===== src/rtl/i2f_seq_if.sv =====
// Handshake bundle for the sequential int32 -> float32 converter.
// The master drives start/a. The slave returns the result and status.
interface i2f_seq_if;
    logic        start;
    logic [31:0] a;
    logic [31:0] d;
    logic        p_lost;
    logic        busy;
    logic        done;

    modport master (output start, a, input d, p_lost, busy, done);
    modport slave  (input start, a, output d, p_lost, busy, done);
endinterface


===== src/rtl/i2f_seq.sv =====
// Multi-cycle signed int32 -> IEEE-754 single converter using round-to-nearest-even.
// The operand is normalised one bit per cycle, then rounded in a single cycle.
module i2f_seq (
    input  logic       clk,
    input  logic       clrn,
    i2f_seq_if.slave   bus
);
    typedef enum logic [1:0] {IDLE, NORM, ROUND, DONE} state_t;

    state_t      state;
    logic        sign;
    logic [31:0] mag;
    logic [7:0]  exp;

    logic [31:0] a_mag;
    logic [22:0] frac;
    logic        guard, sticky, rnd_up;
    logic [23:0] frac_sum;
    logic [7:0]  exp_rnd;

    // The magnitude of 0x80000000 wraps to itself, which is the correct unsigned value.
    assign a_mag = bus.a[31] ? (~bus.a + 32'd1) : bus.a;

    always_comb begin
        frac     = mag[30:8];
        guard    = mag[7];
        sticky   = |mag[6:0];
        rnd_up   = guard & (sticky | frac[0]);
        frac_sum = {1'b0, frac} + {23'd0, rnd_up};
        // On a carry out of the fraction, frac_sum[22:0] is already zero.
        exp_rnd  = exp + {7'd0, frac_sum[23]};
    end

    always_ff @(posedge clk or negedge clrn) begin
        if (!clrn) begin
            state      <= IDLE;
            sign       <= 1'b0;
            mag        <= '0;
            exp        <= '0;
            bus.d      <= '0;
            bus.p_lost <= 1'b0;
            bus.busy   <= 1'b0;
            bus.done   <= 1'b0;
        end else begin
            case (state)
                IDLE, DONE: begin
                    bus.done <= 1'b0;
                    state    <= IDLE;
                    if (bus.start) begin
                        if (bus.a == 32'd0) begin
                            bus.d      <= '0;
                            bus.p_lost <= 1'b0;
                            bus.done   <= 1'b1;
                            state      <= DONE;
                        end else begin
                            sign     <= bus.a[31];
                            mag      <= a_mag;
                            exp      <= 8'd158;
                            bus.busy <= 1'b1;
                            state    <= NORM;
                        end
                    end
                end
                NORM: begin
                    if (!mag[31]) begin
                        mag <= mag << 1;
                        exp <= exp - 8'd1;
                    end else begin
                        state <= ROUND;
                    end
                end
                ROUND: begin
                    bus.d      <= {sign, exp_rnd, frac_sum[22:0]};
                    bus.p_lost <= |mag[7:0];
                    bus.busy   <= 1'b0;
                    bus.done   <= 1'b1;
                    state      <= DONE;
                end
                default: state <= IDLE;
            endcase
        end
    end
endmodule


===== src/flat_wrapper.sv =====
// flat-port wrapper written by rule: the top's interface ports become plain ports
module i2f_seq_flat 
  (clk, clrn, bus_start, bus_a, bus_d, bus_p_lost, bus_busy, bus_done);
  i2f_seq_if bus_i ();
  input  logic clk;
  input  logic clrn;
  input wire logic [$bits(bus_i.start)-1:0] bus_start;
  input wire logic [$bits(bus_i.a)-1:0] bus_a;
  output wire logic [$bits(bus_i.d)-1:0] bus_d;
  output wire logic [$bits(bus_i.p_lost)-1:0] bus_p_lost;
  output wire logic [$bits(bus_i.busy)-1:0] bus_busy;
  output wire logic [$bits(bus_i.done)-1:0] bus_done;
  assign bus_i.start = bus_start;
  assign bus_i.a = bus_a;
  assign bus_d = bus_i.d;
  assign bus_p_lost = bus_i.p_lost;
  assign bus_busy = bus_i.busy;
  assign bus_done = bus_i.done;
  i2f_seq u_core (.clk(clk), .clrn(clrn), .bus(bus_i));
endmodule

===== config.mk =====
export PLATFORM = sky130hd
export DESIGN_NAME = i2f_seq_flat
export DESIGN_NICKNAME = d
export VERILOG_FILES = /design/src/rtl/i2f_seq_if.sv /design/src/rtl/i2f_seq.sv /design/src/flat_wrapper.sv
export SDC_FILE = /design/constraint.sdc
export NUM_CORES = 1
export LEC_CHECK = 0
export BUFFER_PORTS_ARGS = -buffer_cell sky130_fd_sc_hd__buf_2
export CAP_MARGIN = 20
export CORE_ASPECT_RATIO = 1.25
export CORE_UTILIZATION = 30
export CTS_BUF_LIST = sky130_fd_sc_hd__clkbuf_2 sky130_fd_sc_hd__clkbuf_4 sky130_fd_sc_hd__clkbuf_8
export DETAILED_ROUTE_END_ITERATION = 12
export PLACE_DENSITY = 0.52
export SETUP_SLACK_MARGIN = 0.15
export SYNTH_ARGS = -nofsm -noshare
export SYNTH_HDL_FRONTEND = slang
export SYNTH_SLANG_ARGS = --single-unit

===== constraint.sdc =====
create_clock -name clk -period 3.3 [get_ports clk]
set_clock_uncertainty 0.1 [all_clocks]
set_input_delay 0 -clock clk [delete_from_list [all_inputs] [get_ports clk]]
set_output_delay 0 -clock clk [all_outputs]
set_load 0.005 [all_outputs]

==> results.ini <==
[setup_path]
r2r-end = u_core.bus.d[30]$_DFFE_PN0P_
cp_common_cell = or4_1
arrival_ns = 2.98
crit_type = input pin to flop
worst_r2r_startpoint = u_core.mag[7]$_DFFE_PN0P_
startpoint_type = input pin
path_cells = dlygate4sd3_1 -> buf_2 -> or4_1 -> or4_1 -> or3_1 -> a21o_2 -> buf_12 -> nand2_1 -> o21ai_1
crit_path_start = bus_a[7]
rr_worst_depth = 11
cp.depth = 9
crit_fanout = 64
r2r_setup_slack_ns = 0.63
critical-path-top-delay-family = simple AND/OR/NAND/NOR gates
worstPathRequired_ns = 3.44
endpoint = u_core.bus.d[20]$_DFFE_PN0P_
end_kind = flop
path_buf_inv = 3
slowest_delay_ns = 0.61
slowest_stage = or4_1

[synthesis]
ys_types = 48
synth_edf_count = 0
synth_ff_type = dfrtp_1
ys_seq_elements = 78
yosysSeqAreaShare = 0.408
yosysWarnings = 0
synth_area_mm2 = 0.00479
synth_nets = 600
synth-async-reset-ratio = 1.00
avgSynthCellArea_um2 = 8.59
syn_inst = 557

[placement]
place_hpwl_um = 9090
place_inst = 809
io_buffers = 69
place_congestion = 0.816

[routing]
first_iter_violations = 291
routed_via_density = 4.94
firstDrtPassIters = 4
wirelength_um = 12200
drc = 0
vias = 4138
routedWlPerCell_um = 14.6
ant_nets = 0

[cells_and_area]
final_common_cell = nand2_1
final_cell_mix = nand2_1, dfrtp_1, buf_2
drive_above_1_share = 0.176
fin_util = 0.365
antenna_cells = 0
layout.nets = 663
area_growth_pct = 18.7
fin_cells = 837

[die]
fp.dieH_um = 143
initial_utilization = 0.307
fp.dieW_um = 115
design.die.area_mm2 = 0.0165
io_pins = 70
coreArea_mm2 = 0.0156
core.rowCount = 51

[clocking]
cts_max_level = 3
clkTransAtPathRegs_ns = 0.09
cts_setup_buffers = 0
root_buffer = clkbuf_8
numCtsBuffers = 9
cts.path.max_buffers = 2
insertion_delay_ns = 0.36
cts_tree = built
cts.sinks = 78

[grt]
grt_pass1_wl_um = 20600
grt_pass1_vias = 3988
top_usage_layer = met2
use_met3 = 0.0263
use_met2 = 0.252
met1_usage = 0.218
overflow = 0
antenna_found_initial = 0
grt_max_degree = 79
grtUsageTotal = 0.159

[pwr]
power_mw = 5.12
p_per_area_mw_per_mm2 = 901
leakage_nw = 2.37
ir_drop_uv = 391

[sta]
maxSlewHeadroom = 0.302
grt_setup_unrepaired = no
max_freq_ghz = 0.353
period_minus_slack_ns = 2.84
hold_ws_ns = 0.0162
drv_slew = 0
hold_viol_final = 0
setup_viol = 0
worst_pin_slew_ns = 1.05
tns_ns = 0
finalCritPeriodShare = 0.859

[run_status]
status = completed

[min_path]
whs_path_depth = 5
holdCritPathClass = input pin to flop

[run]
drv_cap = 0

## worst register-to-register path, stage by stage, from the launching register on
cell and delay [ns]:
dfrtp_1 0.47, nand4_1 0.21, nor4_1 0.35, buf_4 0.21, and4_1 0.27, ha_1 0.21
nand4_1 0.14, nor2_1 0.19, nand2_1 0.09, xnor2_1 0.14, nand2_1 0.07, o21ai_1 0.16
## final cells by class
type | instances | area, µm²
clock buffers | 11 | 145
clock inverters | 5 | 58.8
fillers | 1667 | 9890
inverters | 12 | 45.0
multi-input cells | 427 | 2620
flip-flops and latches | 78 | 1950
well taps | 212 | 265
repair buffers | 92 | 598
## kinds of logic (layout without fill, tap and decap cells)
kind of cell | count (synthesis) | after routing | share of synthesized area
buf+inv | 52 | 120 | 0.0481
compound gates | 148 | 148 | 0.193
xor+xnor | 55 | 55 | 0.101
fa+ha+maj | 8 | 8 | 0.0209
simple gates | 207 | 207 | 0.210
mux | 9 | 9 | 0.0196
flops | 78 | 78 | 0.408
## through the flow
step	instance area (µm²)	worst slack (ns)
finish	5680	0.464
global route	5680	0.318
CTS	5620	0.235
detailed placement	5330	0.220
global placement	5300	0.269
floorplan	4790	0.553
## state kept, by name, indices dropped and copies added (netlist names)
| name | cells |
|---|---|
| u_core.mag | 32 |
| u_core.bus.p_lost | 1 |
| u_core.bus.done | 1 |
| u_core.exp | 8 |
| u_core.sign | 1 |
| u_core.bus.busy | 1 |
| u_core.state | 2 |
| u_core.bus.d | 32 |
## report_power, final
part	leakage [nW]	switching, mW	total, mW	internal, mW
Sequential	0.945	0.409	1.77	1.36
Clock	0.0990	0.372	0.751	0.379
Combinational	1.33	1.51	2.60	1.09
Total	2.37	2.29	5.12	2.83
## cell usage after synthesis, types with 5 or more instances
library cell,count,area (µm²)
a21oi_1,26,130
a2bb2oi_1,5,43.8
and4_1,7,61.3
clkbuf_1,31,116
dfrtp_1,78,1950
ha_1,8,100
inv_1,12,45.0
mux2i_1,6,60.1
nand2_1,93,349
nand3_1,12,60.1
nand4_1,8,50.1
nor2_1,35,131
nor2b_1,7,43.8
nor4_1,6,37.5
o211ai_1,10,75.1
o21a_1,11,82.6
o21ai_0,20,100
o21ai_1,35,175
o22ai_1,10,62.6
o31ai_1,7,52.6
o41ai_1,12,105
or4_1,14,105
xnor2_1,29,254
xor2_1,26,228
## per-layer routing
layer | vias to the layer above | part of all wire | routed length (µm)
met5 | - | 0 | 0
met1 | 1939 | 0.47 | 5700
met3 | 6 | 0.050 | 609
met4 | 0 | 0.0084 | 102
met2 | 90 | 0.47 | 5800
li1 | 2103 | - | -
## worst min path at each step
stage	startpoint	end	slack [ns]
after detailed placement	clrn	u_core.bus.d[30]$_DFFE_PN0P_	0.13
after floorplan	clrn	u_core.bus.busy$_DFFE_PN0P_	-0.40
after global routing	bus_a[25]	u_core.mag[25]$_DFFE_PN0P_	0.05
after global placement	clrn	u_core.bus.d[30]$_DFFE_PN0P_	0.13
final	bus_a[6]	u_core.mag[6]$_DFFE_PN0P_	0.02
after CTS	bus_a[6]	u_core.mag[6]$_DFFE_PN0P_	0.001
## timing repair
item                                    CTS  global route
resized for setup                         0             1
endpoints found under the setup margin    0             2
endpoints found under the hold margin    89            16
hold buffers                              9             1
Power figures use the tool's default switching activity.
